===== src/rtl/md_sched_pkg.sv =====
// Shared state encoding, constants and result type for the multiply/divide scheduler.
package md_sched_pkg;

    localparam logic [2:0] S_IDLE  = 3'd0;
    localparam logic [2:0] S_MUL   = 3'd1;
    localparam logic [2:0] S_DIV   = 3'd2;
    localparam logic [2:0] S_DONE  = 3'd3;
    localparam logic [2:0] S_ABORT = 3'd4;

    localparam logic [31:0] DIV0_LO = 32'hFFFF_FFFF;

    typedef struct packed {
        logic [31:0] hi;
        logic [31:0] lo;
    } md_res_t;

endpackage


===== src/rtl/md_sched_if.sv =====
// Bundle of EXE-stage, MEM-handshake and arithmetic-unit signals around md_sched.
interface md_sched_if;
    logic        exe_valid;
    logic        exe_multiply;
    logic        exe_divide;
    logic        md_sign;
    logic [31:0] md_op1;
    logic [31:0] md_op2;
    logic        next_allow_in;
    logic        flush;
    logic        mult_begin;
    logic        div_begin;
    logic        unit_sign;
    logic [31:0] unit_op1;
    logic [31:0] unit_op2;
    logic        mult_end;
    logic [63:0] product;
    logic        div_end;
    logic [31:0] quotient;
    logic [31:0] remainder;
    logic        md_over;
    logic        md_busy;
    logic [31:0] md_hi;
    logic [31:0] md_lo;
    logic        div_by_zero;
    logic        md_timeout;

    modport master (
        input  exe_valid, exe_multiply, exe_divide, md_sign, md_op1, md_op2,
               next_allow_in, flush, mult_end, product, div_end, quotient, remainder,
        output mult_begin, div_begin, unit_sign, unit_op1, unit_op2,
               md_over, md_busy, md_hi, md_lo, div_by_zero, md_timeout
    );

    modport slave (
        output exe_valid, exe_multiply, exe_divide, md_sign, md_op1, md_op2,
               next_allow_in, flush, mult_end, product, div_end, quotient, remainder,
        input  mult_begin, div_begin, unit_sign, unit_op1, unit_op2,
               md_over, md_busy, md_hi, md_lo, div_by_zero, md_timeout
    );
endinterface


===== src/rtl/md_sched_watchdog.sv =====
// Cycle counter for the RUN states; expired_o flags the last permitted cycle.
module md_watchdog #(
    parameter int MAX_CYCLES = 40,
    parameter int CNT_W      = 6
) (
    input  logic clk,
    input  logic reset,
    input  logic clr_i,
    input  logic en_i,
    output logic expired_o
);
    logic [CNT_W-1:0] cnt_q, cnt_d;

    always_comb begin
        cnt_d = cnt_q;
        if (clr_i)     cnt_d = '0;
        else if (en_i) cnt_d = cnt_q + 1'b1;
    end

    always_ff @(posedge clk or posedge reset) begin
        if (reset) cnt_q <= '0;
        else       cnt_q <= cnt_d;
    end

    assign expired_o = en_i && (cnt_q == CNT_W'(MAX_CYCLES - 1));
endmodule


===== src/rtl/md_sched.sv =====
// Sequences the shared iterative multiplier/divider: latches operands, holds the unit
// start level until done, and holds HI/LO in DONE until MEM accepts.
module md_sched
    import md_sched_pkg::*;
#(
    parameter int MAX_CYCLES = 40,
    parameter int CNT_W      = 6
) (
    input  logic      clk,
    input  logic      reset,
    md_sched_if.master bus
);
    logic [2:0]  state_q, state_d;
    logic        sign_q, sign_d;
    logic [31:0] op1_q, op1_d, op2_q, op2_d;
    md_res_t     res_q, res_d;
    logic        dbz_q, dbz_d, to_q, to_d;
    logic        wd_clr, wd_en, wd_expired;

    md_watchdog #(.MAX_CYCLES(MAX_CYCLES), .CNT_W(CNT_W)) u_wd (
        .clk       (clk),
        .reset     (reset),
        .clr_i     (wd_clr),
        .en_i      (wd_en),
        .expired_o (wd_expired)
    );

    always_comb begin
        state_d = state_q;
        sign_d  = sign_q;
        op1_d   = op1_q;
        op2_d   = op2_q;
        res_d   = res_q;
        dbz_d   = dbz_q;
        to_d    = to_q;
        wd_clr  = 1'b0;
        wd_en   = 1'b0;
        case (state_q)
            S_IDLE: begin
                if (bus.exe_valid && (bus.exe_multiply || bus.exe_divide) && !bus.flush) begin
                    sign_d = bus.md_sign;
                    op1_d  = bus.md_op1;
                    op2_d  = bus.md_op2;
                    wd_clr = 1'b1;
                    if (bus.exe_multiply) begin
                        state_d = S_MUL;
                    end else if (bus.md_op2 == 32'd0) begin
                        // Divide by zero completes without ever starting the divider.
                        state_d = S_DONE;
                        res_d   = '{hi: bus.md_op1, lo: DIV0_LO};
                        dbz_d   = 1'b1;
                    end else begin
                        state_d = S_DIV;
                    end
                end
            end
            S_MUL, S_DIV: begin
                wd_en = 1'b1;
                if (bus.flush) begin
                    state_d = S_ABORT;
                end else if (state_q == S_MUL && bus.mult_end) begin
                    state_d = S_DONE;
                    res_d   = '{hi: bus.product[63:32], lo: bus.product[31:0]};
                end else if (state_q == S_DIV && bus.div_end) begin
                    state_d = S_DONE;
                    res_d   = '{hi: bus.remainder, lo: bus.quotient};
                end else if (wd_expired) begin
                    state_d = S_DONE;
                    res_d   = '0;
                    to_d    = 1'b1;
                end
            end
            S_DONE: begin
                if (bus.flush) begin
                    state_d = S_ABORT;
                    dbz_d   = 1'b0;
                    to_d    = 1'b0;
                end else if (bus.next_allow_in) begin
                    state_d = S_IDLE;
                    dbz_d   = 1'b0;
                    to_d    = 1'b0;
                end
            end
            default: state_d = S_IDLE;
        endcase
    end

    always_ff @(posedge clk or posedge reset) begin
        if (reset) begin
            state_q <= S_IDLE;
            sign_q  <= 1'b0;
            op1_q   <= '0;
            op2_q   <= '0;
            res_q   <= '0;
            dbz_q   <= 1'b0;
            to_q    <= 1'b0;
        end else begin
            state_q <= state_d;
            sign_q  <= sign_d;
            op1_q   <= op1_d;
            op2_q   <= op2_d;
            res_q   <= res_d;
            dbz_q   <= dbz_d;
            to_q    <= to_d;
        end
    end

    assign bus.mult_begin  = (state_q == S_MUL);
    assign bus.div_begin   = (state_q == S_DIV);
    assign bus.unit_sign   = sign_q;
    assign bus.unit_op1    = op1_q;
    assign bus.unit_op2    = op2_q;
    assign bus.md_over     = (state_q == S_DONE);
    assign bus.md_busy     = (state_q != S_IDLE);
    assign bus.md_hi       = res_q.hi;
    assign bus.md_lo       = res_q.lo;
    assign bus.div_by_zero = dbz_q;
    assign bus.md_timeout  = to_q;
endmodule


===== src/flat_wrapper.sv =====
// flat-port wrapper written by rule: the top's interface ports become plain ports
module md_sched_flat import md_sched_pkg::*;
#(
    parameter int MAX_CYCLES = 40,
    parameter int CNT_W      = 6
)
  (clk, reset, bus_exe_valid, bus_exe_multiply, bus_exe_divide, bus_md_sign, bus_md_op1, bus_md_op2, bus_next_allow_in, bus_flush, bus_mult_end, bus_product, bus_div_end, bus_quotient, bus_remainder, bus_mult_begin, bus_div_begin, bus_unit_sign, bus_unit_op1, bus_unit_op2, bus_md_over, bus_md_busy, bus_md_hi, bus_md_lo, bus_div_by_zero, bus_md_timeout);
  md_sched_if bus_i ();
  input  logic clk;
  input  logic reset;
  input wire logic [$bits(bus_i.exe_valid)-1:0] bus_exe_valid;
  input wire logic [$bits(bus_i.exe_multiply)-1:0] bus_exe_multiply;
  input wire logic [$bits(bus_i.exe_divide)-1:0] bus_exe_divide;
  input wire logic [$bits(bus_i.md_sign)-1:0] bus_md_sign;
  input wire logic [$bits(bus_i.md_op1)-1:0] bus_md_op1;
  input wire logic [$bits(bus_i.md_op2)-1:0] bus_md_op2;
  input wire logic [$bits(bus_i.next_allow_in)-1:0] bus_next_allow_in;
  input wire logic [$bits(bus_i.flush)-1:0] bus_flush;
  input wire logic [$bits(bus_i.mult_end)-1:0] bus_mult_end;
  input wire logic [$bits(bus_i.product)-1:0] bus_product;
  input wire logic [$bits(bus_i.div_end)-1:0] bus_div_end;
  input wire logic [$bits(bus_i.quotient)-1:0] bus_quotient;
  input wire logic [$bits(bus_i.remainder)-1:0] bus_remainder;
  output wire logic [$bits(bus_i.mult_begin)-1:0] bus_mult_begin;
  output wire logic [$bits(bus_i.div_begin)-1:0] bus_div_begin;
  output wire logic [$bits(bus_i.unit_sign)-1:0] bus_unit_sign;
  output wire logic [$bits(bus_i.unit_op1)-1:0] bus_unit_op1;
  output wire logic [$bits(bus_i.unit_op2)-1:0] bus_unit_op2;
  output wire logic [$bits(bus_i.md_over)-1:0] bus_md_over;
  output wire logic [$bits(bus_i.md_busy)-1:0] bus_md_busy;
  output wire logic [$bits(bus_i.md_hi)-1:0] bus_md_hi;
  output wire logic [$bits(bus_i.md_lo)-1:0] bus_md_lo;
  output wire logic [$bits(bus_i.div_by_zero)-1:0] bus_div_by_zero;
  output wire logic [$bits(bus_i.md_timeout)-1:0] bus_md_timeout;
  assign bus_i.exe_valid = bus_exe_valid;
  assign bus_i.exe_multiply = bus_exe_multiply;
  assign bus_i.exe_divide = bus_exe_divide;
  assign bus_i.md_sign = bus_md_sign;
  assign bus_i.md_op1 = bus_md_op1;
  assign bus_i.md_op2 = bus_md_op2;
  assign bus_i.next_allow_in = bus_next_allow_in;
  assign bus_i.flush = bus_flush;
  assign bus_i.mult_end = bus_mult_end;
  assign bus_i.product = bus_product;
  assign bus_i.div_end = bus_div_end;
  assign bus_i.quotient = bus_quotient;
  assign bus_i.remainder = bus_remainder;
  assign bus_mult_begin = bus_i.mult_begin;
  assign bus_div_begin = bus_i.div_begin;
  assign bus_unit_sign = bus_i.unit_sign;
  assign bus_unit_op1 = bus_i.unit_op1;
  assign bus_unit_op2 = bus_i.unit_op2;
  assign bus_md_over = bus_i.md_over;
  assign bus_md_busy = bus_i.md_busy;
  assign bus_md_hi = bus_i.md_hi;
  assign bus_md_lo = bus_i.md_lo;
  assign bus_div_by_zero = bus_i.div_by_zero;
  assign bus_md_timeout = bus_i.md_timeout;
  md_sched #(.MAX_CYCLES(MAX_CYCLES), .CNT_W(CNT_W)) u_core (.clk(clk), .reset(reset), .bus(bus_i));
endmodule

===== config.mk =====
export PLATFORM = sky130hd
export DESIGN_NAME = md_sched_flat
export DESIGN_NICKNAME = d
export VERILOG_FILES = /design/src/rtl/md_sched_pkg.sv /design/src/rtl/md_sched_if.sv /design/src/rtl/md_sched_watchdog.sv /design/src/rtl/md_sched.sv /design/src/flat_wrapper.sv
export SDC_FILE = /design/constraint.sdc
export NUM_CORES = 1
export LEC_CHECK = 0
export ABC_AREA = 1
export CORE_MARGIN = 8
export CORE_UTILIZATION = 41
export CTS_CLUSTER_SIZE = 30
export DETAILED_ROUTE_END_ITERATION = 16
export GPL_TIMING_DRIVEN = 0
export PLACE_DENSITY_LB_ADDON = 0.1
export SLEW_MARGIN = 5
export SYNTH_ARGS = -nofsm -noshare
export SYNTH_HDL_FRONTEND = slang
export SYNTH_HIERARCHICAL = 1
export SYNTH_SLANG_ARGS = --single-unit
export TNS_END_PERCENT = 1

===== constraint.sdc =====
create_clock -name clk -period 5.6 [get_ports clk]
set_input_delay 1.12 -clock clk [delete_from_list [all_inputs] [get_ports clk]]
set_output_delay 1.12 -clock clk [all_outputs]
set_load 0.01 [all_outputs]

==> metrics, run 1 <==
cell taking the most area after synthesis=dfrtp_1; Initial Utilization=41.5%; gpl congestion=0.830; drt first pass iters=6; Worst EP required=5.91 ns; Residual DRC=0; Nets=between 1000 and 1500; Crit Path Max Fanout=13; Syn Area/Cell=7.58 um2; initial antenna violation count=1; HPWL Detailed=20000 um; CTS Buf Count=17; largest cells by area after synthesis=dfrtp_1 (51%), nand2_1 (23%), nand3_1 (7.8%); Die Ht=~150 um; I/O Buffers=336; final WL=26100 um; Placed Area=0.0105 mm2; Critical Path, Cell by Cell=nor2_2, nand2_1, nand2_2, clkbuf_1, nand2_2, nor4_2, inv_1, nand2_1, nor2_1, nor2_2, nand2_2, buf_4, nand2_1, nand2_1; max cap viols=0; final hold vios=0; fin crit period=2.99 ns; num ports=337; Slew Limit Headroom=52.1%; Clock Root Buffer=clkbuf_16; CTS tree=done; Final Cycle Share=53.5%; hold_buf cts=0; hold slack=about 0.47 ns; first-pass GRT wire length=40600 um; R2R setup slack=2.61 ns; kind of critical path=reg -> reg; remaining antenna violation count after routing=0; P&R area growth vs syn=64.3%; met2 wire length=12800 um; Clock transition at path regs=0.06 ns; ys async rst share=100%; Die Area=0.0211 mm2; Mapped Area=0.00683 mm2; Setup TNS Final=0 ns; initial DRC count=410; GRT Util Overall=24.4%; total number of vias=7312; post-CTS setup buffer count=0; Met1 Wirelength=between 10000 and 15000 um; P_leak=5.20 nW; CTS max path bufs=2; Core Footprint=0.0165 mm2; fmax=0.334 GHz; Met3 Routed Length=1860 um; post-synth top area share=about half; largest net degree at the start of global routing=76; num rows=47; total power=6.37 mW; Chip Width=145 um; crit-path max cell delay=0.59 ns; clk_skew=between 0.008 and 0.009 ns; startpoint class of the critical path=register; Final Non-Filler Cells=1492; Hold Crit Class=reg -> reg; Gate Count Post-Synth=around 900; Ys Warns=6; H-tree depth=4; Placed Instances=1459; Crit path max-delay family=simple AND/OR/NAND/NOR gates; CP Capture Type=register; EDFF count, synth=0; wire per inst=17.5 um; count leader, synth=nand2_1; design area=0.0112 mm2; clock latency on the worst-skew pair=0.42 ns; share of layout cells above drive strength 1=6.29%; Synth Register Bits=140; vias in the first global route=7273; CTS resizes=0; status=complete, no violations; VDD IR-drop max=0.315 mV; RSZ-0062 raised after global routing=no; Max Used Layer=met4; ys flop type=dfrtp_1; slowest CP cell=clkbuf_1; Seq/Total Area, Yosys=51.3%; Worst-Margin Slew=0.719 ns; crit path DAT=roughly 3.3 ns; final-report setup violation count=0; Post-Syn Nets=1105; CTS Sinks=between 100 and 150; vias per cell=about 5; P per Cell Area=approximately 570 mW/mm2; Congestion Overflow GR=0; synth cell count leaders=nand2_1 (421), dfrtp_1 (140), nand3_1 (107); filler instances=1394; CP bufs+invs=3; Most Frequent Cell on Critical Path=nand2_1; max-slew violation count=0; Synth cell types=23
-- worst paths after layout --
path | from | to | cells after the start
min in group asynchronous | reset | u_core/u_wd/cnt_q[3] | 2
max in group asynchronous | reset | u_core/bus.unit_op1[8] | 3
hold reg to reg | u_core/bus.md_hi[14] | u_core/bus.md_hi[14] | 2
setup reg to reg | u_core/state_q[1] | u_core/bus.md_hi[17] | 14
setup / recovery | u_core/state_q[1] | u_core/bus.md_hi[17] | 14
hold / removal | u_core/bus.md_hi[14] | u_core/bus.md_hi[14] | 2
-- placed cells by master, fill, tap and decap left out, types with 3 or more instances in the layout --
cell type        Yosys  layout
a21oi_1              7       7
buf_2               18      18
buf_4                7       7
buf_6                6       6
bufinv_16            0       8
clkbuf_1            21      23
clkbuf_16            0      17
clkdlybuf4s50_1      0     336
dfrtp_1            140     140
inv_1               50      49
inv_2                4       4
nand2_1            421     421
nand2_2              3       3
nand3_1            107     107
nor2_1              34      34
nor2_2               8       8
o211ai_1            32      32
o21ai_0             34      34
-- worst min-delay path, stage by stage, from the launching register on --
cell and delay [ns]:
dfrtp_1 0.34, nand2_1 0.05, nand2_1 0.04
-- area by class of cell --
type                            instances  area, um2  area share [%]
Sequential cell                       140       3500            31.2
Timing Repair Buffer                  337       3390            30.2
Multi-Input combinational cell        656       2840            25.3
Clock buffer                           21        460            4.10
Buffer                                 52        289            2.57
Tap cell                              220        275            2.45
Clock inverter                         11        262            2.33
Inverter                               54        208            1.85
Antenna cell                            1       2.50          0.0223
-- state kept, by name (all words and copies together), names as in the netlist --
name and count:
u_core/bus.div_by_zero 1, u_core/state_q 3, u_core/bus.md_lo 32, u_core/bus.unit_sign 1
u_core/bus.md_hi 32, u_core/bus.unit_op1 32, u_core/bus.unit_op2 32, u_core/u_wd/cnt_q 6
u_core/bus.md_timeout 1
-- cells by family after synthesis --
| group | share of synthesized area [%] |
|---|---|
| and+or+nand+nor | 34.5 |
| xor gates and xnor gates | 0.128 |
| AOI/OAI and AO/OA | 6.70 |
| adders and majority gates | 0.183 |
| DFF | 51.3 |
| buffers and inverters | 7.20 |
-- where the power goes --
part | switching [mW] | internal (mW) | total (mW) | leakage (nW)
Sequential | 0.254 | 1.49 | 1.74 | 1.75
Combinational | 1.76 | 1.48 | 3.25 | 3.10
Clock | 0.428 | 0.949 | 1.38 | 0.347
Total | 2.44 | 3.92 | 6.37 | 5.20
-- stage by stage --
step                util [%]  setup slack [ns]
CTS                     68.2              2.56
global placement        63.6             -1.29
finish                  68.2              2.61
detailed placement      63.8              2.34
floorplan                  -             0.897
global route            68.2              2.29
-- layer usage --
metal | up-vias | global-route usage, %
li1 | 3584 | -
met1 | 3394 | 28.0
met2 | 285 | 41.3
met3 | 49 | 7.21
met4 | 0 | 10.9
met5 | - | 0
Note: power is estimated with default switching activity, not from simulation.
==> run 2, diff against run 1 <==
clock period = 3.15 ns   (was 5.6 ns; I/O delays follow)
==> run 2 against run 1 <==
Compared with the run above:
- sequential power rose by 78%
- sequential share of layout area up 0.21 points
- routed wire length rose by 0.10%
- first-iteration DRC count fell by 0.24%
- clock power is 50% higher
- setup slack lost 2.3 ns
- via count shrank 1.5%
- non-clock buffer count up 2
- critical path type unchanged
- largest cell class unchanged
- largest power group unchanged
==> metrics, run 2 (synthesized netlist as in run 1, its figures left out) <==
HPWL Detailed=20200 um; fin crit period=2.83 ns; Setup Slack @ Placement=~0.056 ns; area used by multi-input combinational logic=between 0.002 and 0.003 mm2; Clock Root Buffer=clkbuf_16; I/O Buffers=between 300 and 400; num ports=337; P_leak=5.15 nW; kind of critical path=reg -> reg; Critical Path, Cell by Cell=nor2_2, nand2_1, nand2_2, clkbuf_2, nand2_2, nor4_2, inv_1, nand2_1, nor2_1, nor2_2, buf_4, buf_6, nand3_1, nand2_1; CTS Buf Count=17; P&R area growth vs syn=63.2%; Most Frequent Cell on Critical Path=nand2_1; Congestion Overflow GR=0; num rows=between 40 and 50; remaining antenna violation count after routing=0; post-CTS setup buffer count=0; Die Area=around 0.021 mm2; status=complete, no violations; share of layout cells above drive strength 1=6.53%; Residual DRC=0; vias in the first global route=between 7000 and 8000; first-pass GRT wire length=41600 um; Final Cycle Share=89.8%; startpoint class of the critical path=register; Crit Path Max Fanout=13; slowest CP cell=dfrtp_1; crit-path max cell delay=about 0.4 ns; CTS max path bufs=2; Hold Crit Class=reg -> reg; final WL=26100 um; CTS tree=done; Crit path max-delay family=simple AND/OR/NAND/NOR gates; initial antenna violation count=3; H-tree depth=4; final-report setup violation count=0; vias per cell=4.82; Die Ht=145 um; Setup TNS Final=0 ns; Core Footprint=0.0165 mm2; total power=10.9 mW; Core Util, Final=approximately two thirds; Initial Utilization=about two fifths; filler instances=between 1000 and 1500; final hold vios=0; total number of vias=7200; CP bufs+invs=4; clock latency on the worst-skew pair=roughly 0.42 ns; max cap viols=0; Clock transition at path regs=approximately 0.060 ns; gpl congestion=roughly 0.84; VDD IR-drop max=0.587 mV; P per Cell Area=979 mW/mm2; CTS Sinks=140; most common cell after layout, fill and taps aside=nand2_1; drt first pass iters=5; fmax=0.354 GHz; fin worst setup slack=around 0.32 ns; Chip Width=145 um; largest net degree at the start of global routing=40; Slew Limit Headroom=44.9%; Worst EP required=3.51 ns; Worst-Margin Slew=0.825 ns; Nets=1463; GRT Util Overall=25.0%; clk_skew=0.00702 ns; most frequent cells in the layout=nand2_1 (421), clkdlybuf4s50_1 (336), dfrtp_1 (140); initial DRC count=409; CP Capture Type=register; RSZ-0062 raised after global routing=no; max-slew violation count=0; Storage cell area=0.00350 mm2; wire per inst=17.5 um; crit path DAT=3.19 ns
run 2: changes by cell type in the layout (fill, tap and decap cells not counted), moves of 2 or more:
cell | previous run | this run
bufinv_16 | 8 | 3
buf_12 | 0 | 3
clkinvlp_4 | 1 | 4
clkbuf_1 | 23 | 21
run 2: where the power goes:
part | switching [mW] | internal [mW]
registers | 0.455 | 2.65
logic | 3.10 | 2.64
clock network | 0.766 | 1.30
total | 4.32 | 6.60
run 2: path summary, 6_finish.rpt:
check | startpoint | to | slack [ns] | cells past startpoint
setup / recovery | u_core/state_q[1] | u_core/bus.md_hi[16] | 0.32 | 14
hold / removal | u_core/bus.md_hi[12] | u_core/bus.md_hi[12] | 0.47 | 2
setup reg to reg | u_core/state_q[1] | u_core/bus.md_hi[16] | 0.32 | 14
hold reg to reg | u_core/bus.md_hi[12] | u_core/bus.md_hi[12] | 0.47 | 2
max in group asynchronous | reset | u_core/bus.unit_op1[4] | 1.75 | 3
min in group asynchronous | reset | u_core/u_wd/cnt_q[0] | 0.50 | 2
run 2: repair_timing:
action | 4_1_cts | 5_1_grt
endpoints found under the setup margin | 0 | 64
resized for setup | 0 | 2
hold buffers | 0 | 0
run 2: worst min-delay path: cells and delay by family, from the launching register on:
family,cells,cell delay [ns]
flip-flops,1,0.34
AND/OR/NAND/NOR,2,0.09
run 2: through the flow:
step | std cells | cell area [um2] | hold slack (ns)
after floorplan | 902 | 6840 | 0.421
after global placement | 1458 | 10500 | 0.452
after detailed placement | 1461 | 10500 | 0.457
after CTS | 1492 | 11100 | 0.472
after global routing | 1494 | 11200 | 0.488
final | 1494 | 11200 | 0.465
run 2: metal layers:
metal	track usage (%)	vias to the layer above	part of all wire [%]
met4	9.94	2	2.7
met1	28.1	3293	38
met3	8.49	40	9.0
met5	0	-	0.034
met2	42.8	272	50
li1	-	3593	-
run 2: area by class of cell:
cell class                 instances  share of cell area, %
inverter                          54                   1.85
clock buffer                      21                   4.22
tap                              220                   2.47
buffer                            52                   2.60
clock inverter                    10                   1.26
timing repair buffer             339                   30.7
antenna                            2                 0.0449
multi-input combinational        656                   25.4
sequential                       140                   31.4
==> run 3, diff against run 2 <==
CORE_UTILIZATION = 30   (was 41)
CTS_CLUSTER_DIAMETER = 60   (was not set)
RECOVER_POWER = 50   (was not set)
==> run 3 against run 2 <==
Compared with the run above:
- count of clock-buffer cells in the layout is 3 lower
- worst hold slack worse by 0.0043 ns
- combinational power is 2% lower
- highest routed layer unchanged
- routed wire length is 4.0% higher
- the run now ends with capacitance limit, slew limit left
- critical path type unchanged
- sequential share of layout area is 0.21 points lower
- cell count is 4.4% higher
- flip-flop and latch count stayed put
==> metrics, run 3 (synthesized netlist as in run 1, its figures left out) <==
status=complete, but fails checks; failing checks=capacitance limit, slew limit; wire per inst=17.4 um; remaining antenna violation count after routing=0; P per Cell Area=around 960 mW/mm2; drt first pass iters=4; CP bufs+invs=3; Worst EP required=3.46 ns; CTS Buf Count=17; CTS Sinks=140; Residual DRC=0; fin worst setup slack=around 0.37 ns; GRT Util Overall=about a fifth; crit path DAT=between 3 and 4 ns; vias per cell=4.53; Reg2Reg Depth=14; startpoint class of the critical path=register; CTS tree=done; Clock Root Buffer=clkbuf_16; fin crit period=2.78 ns; I/O Buffers=336; Nets=1464; most common cell after layout, fill and taps aside=nand2_1; slowest CP cell=dfrtp_1; Clock transition at path regs=0.06 ns; Worst-Margin Slew=1.62 ns; num ports=approximately 340; filler instances=~2300; final WL=27200 um; num rows=55; clk_skew=0.0130 ns; max cap viols=1; initial antenna violation count=3; largest net degree at the start of global routing=38; final hold vios=0; max-slew violation count=30; VDD IR-drop max=0.422 mV; P_leak=between 5 and 6 nW; R2R Path End=u_core/bus.md_lo[30]; final-report setup violation count=0; Crit path max-delay family=simple AND/OR/NAND/NOR gates; fmax=0.359 GHz; Final Cycle Share=88.4%; WHS Path Cells=2; Congestion Overflow GR=0; Placed Instances=1527; Crit Path Max Fanout=13; CP startpoint=u_core/state_q[1]; Final Non-Filler Cells=1560; total number of vias=7066; crit-path max cell delay=0.40 ns; first-pass GRT wire length=about 43000 um; most frequent cells in the layout=nand2_1 (421), clkdlybuf4s50_1 (269), dfrtp_1 (140); Initial Utilization=30.4%; Hold Crit Start=u_core/bus.md_hi[24]; Hold Crit Class=reg -> reg; vias in the first global route=roughly 7300; kind of critical path=reg -> reg; Die Area=approximately 0.028 mm2; Worst R2R Start=u_core/state_q[1]; post-CTS setup buffer count=0; clock latency on the worst-skew pair=0.42 ns; HPWL Detailed=20900 um; Setup Slack @ Placement=0.0255 ns; Die Ht=167 um; Slew Limit Headroom=-7.69%; P&R area growth vs syn=64.3%; RSZ-0062 raised after global routing=no; gpl congestion=~0.8; share of layout cells above drive strength 1=roughly 6.4%; Critical Path, Cell by Cell=nor2_2, nand2_1, nand2_2, clkbuf_2, nand2_2, nor4_2, inv_1, nand2_1, nor2_1, nor2_2, nand2_2, buf_4, nand2_1, nand2_1; CTS max path bufs=2; Chip Width=roughly 170 um; Hold Path End=u_core/bus.md_hi[24]; H-tree depth=4; R2R setup slack=0.37 ns; Core Footprint=0.0225 mm2; CP Capture Type=register; initial DRC count=419; Most Frequent Cell on Critical Path=nand2_1
## run 3: cell types whose count changed in the layout (fill, tap and decap cells not counted), moves of 3 or more
cell,previous run,this run
clkbuf_8,3,0
inv_6,0,3
clkdlybuf4s50_1,336,269
dlygate4sd3_1,0,67
## run 3: metal layers
| metal | global-route usage, % | part of all wire [%] | routed length (um) |
|---|---|---|---|
| met1 | 23.4 | 41 | 11200 |
| met2 | 32.8 | 49 | 13300 |
| met3 | 6.34 | 7.9 | 2130 |
| met4 | 5.91 | 1.9 | 517 |
| met5 | 0 | 0.037 | 10 |
## run 3: worst max-delay path by stage
stage | end | slack (ns) | depth (start not counted)
after floorplan | u_core/bus.md_hi[0] | 0.80 | 14
after global routing | u_core/bus.md_lo[30] | 0.07 | 14
final | u_core/bus.md_lo[30] | 0.37 | 14
after global placement | u_core/bus.unit_op1[8] | -0.64 | 2
after CTS | u_core/bus.md_lo[30] | 0.0008 | 14
after detailed placement | u_core/bus.md_lo[2] | 0.03 | 14
## run 3: area by class of cell
type / instances / area (um2) / share of cell area (%)
Clock buffer: 18 / 429 / 3.82
Antenna cell: 2 / 5.00 / 0.0446
Timing Repair Buffer: 340 / 3440 / 30.6
Multi-Input combinational cell: 656 / 2840 / 25.3
Buffer: 52 / 289 / 2.57
Inverter: 54 / 204 / 1.82
Sequential cell: 140 / 3500 / 31.2
Clock inverter: 13 / 166 / 1.48
Tap cell: 285 / 357 / 3.18
## run 3: power by group
part	switching, mW	total (mW)	internal [mW]
clock	0.813	2.06	1.25
sequential	0.428	3.08	2.65
combinational	3.12	5.61	2.50
total	4.36	10.7	6.39
## run 3: repair_timing
action / CTS / global route
hold buffers: 0 / 0
resized for setup: 0 / 2
setup endpoints to repair: 0 / 64
## run 3: worst min-delay path, delay by kind of cell (launching register included)
| family | cells | cell delay [ns] |
|---|---|---|
| AND/OR/NAND/NOR | 2 | 0.09 |
| flip-flops | 1 | 0.33 |
## run 3: through the flow
stage	area (um2)	TNS (ns)	power, mW	utilization [%]	hold slack [ns]
2_1_floorplan	6840	0	5.99	-	0.421
3_3_place_gp	10600	-83.83	8.90	46.9	0.452
3_5_place_dp	10600	0	8.96	47.3	0.457
4_1_cts	11200	0	11.1	49.9	0.473
5_1_grt	11200	0	11.6	49.9	0.489
6_report	11200	0	10.7	49.9	0.461
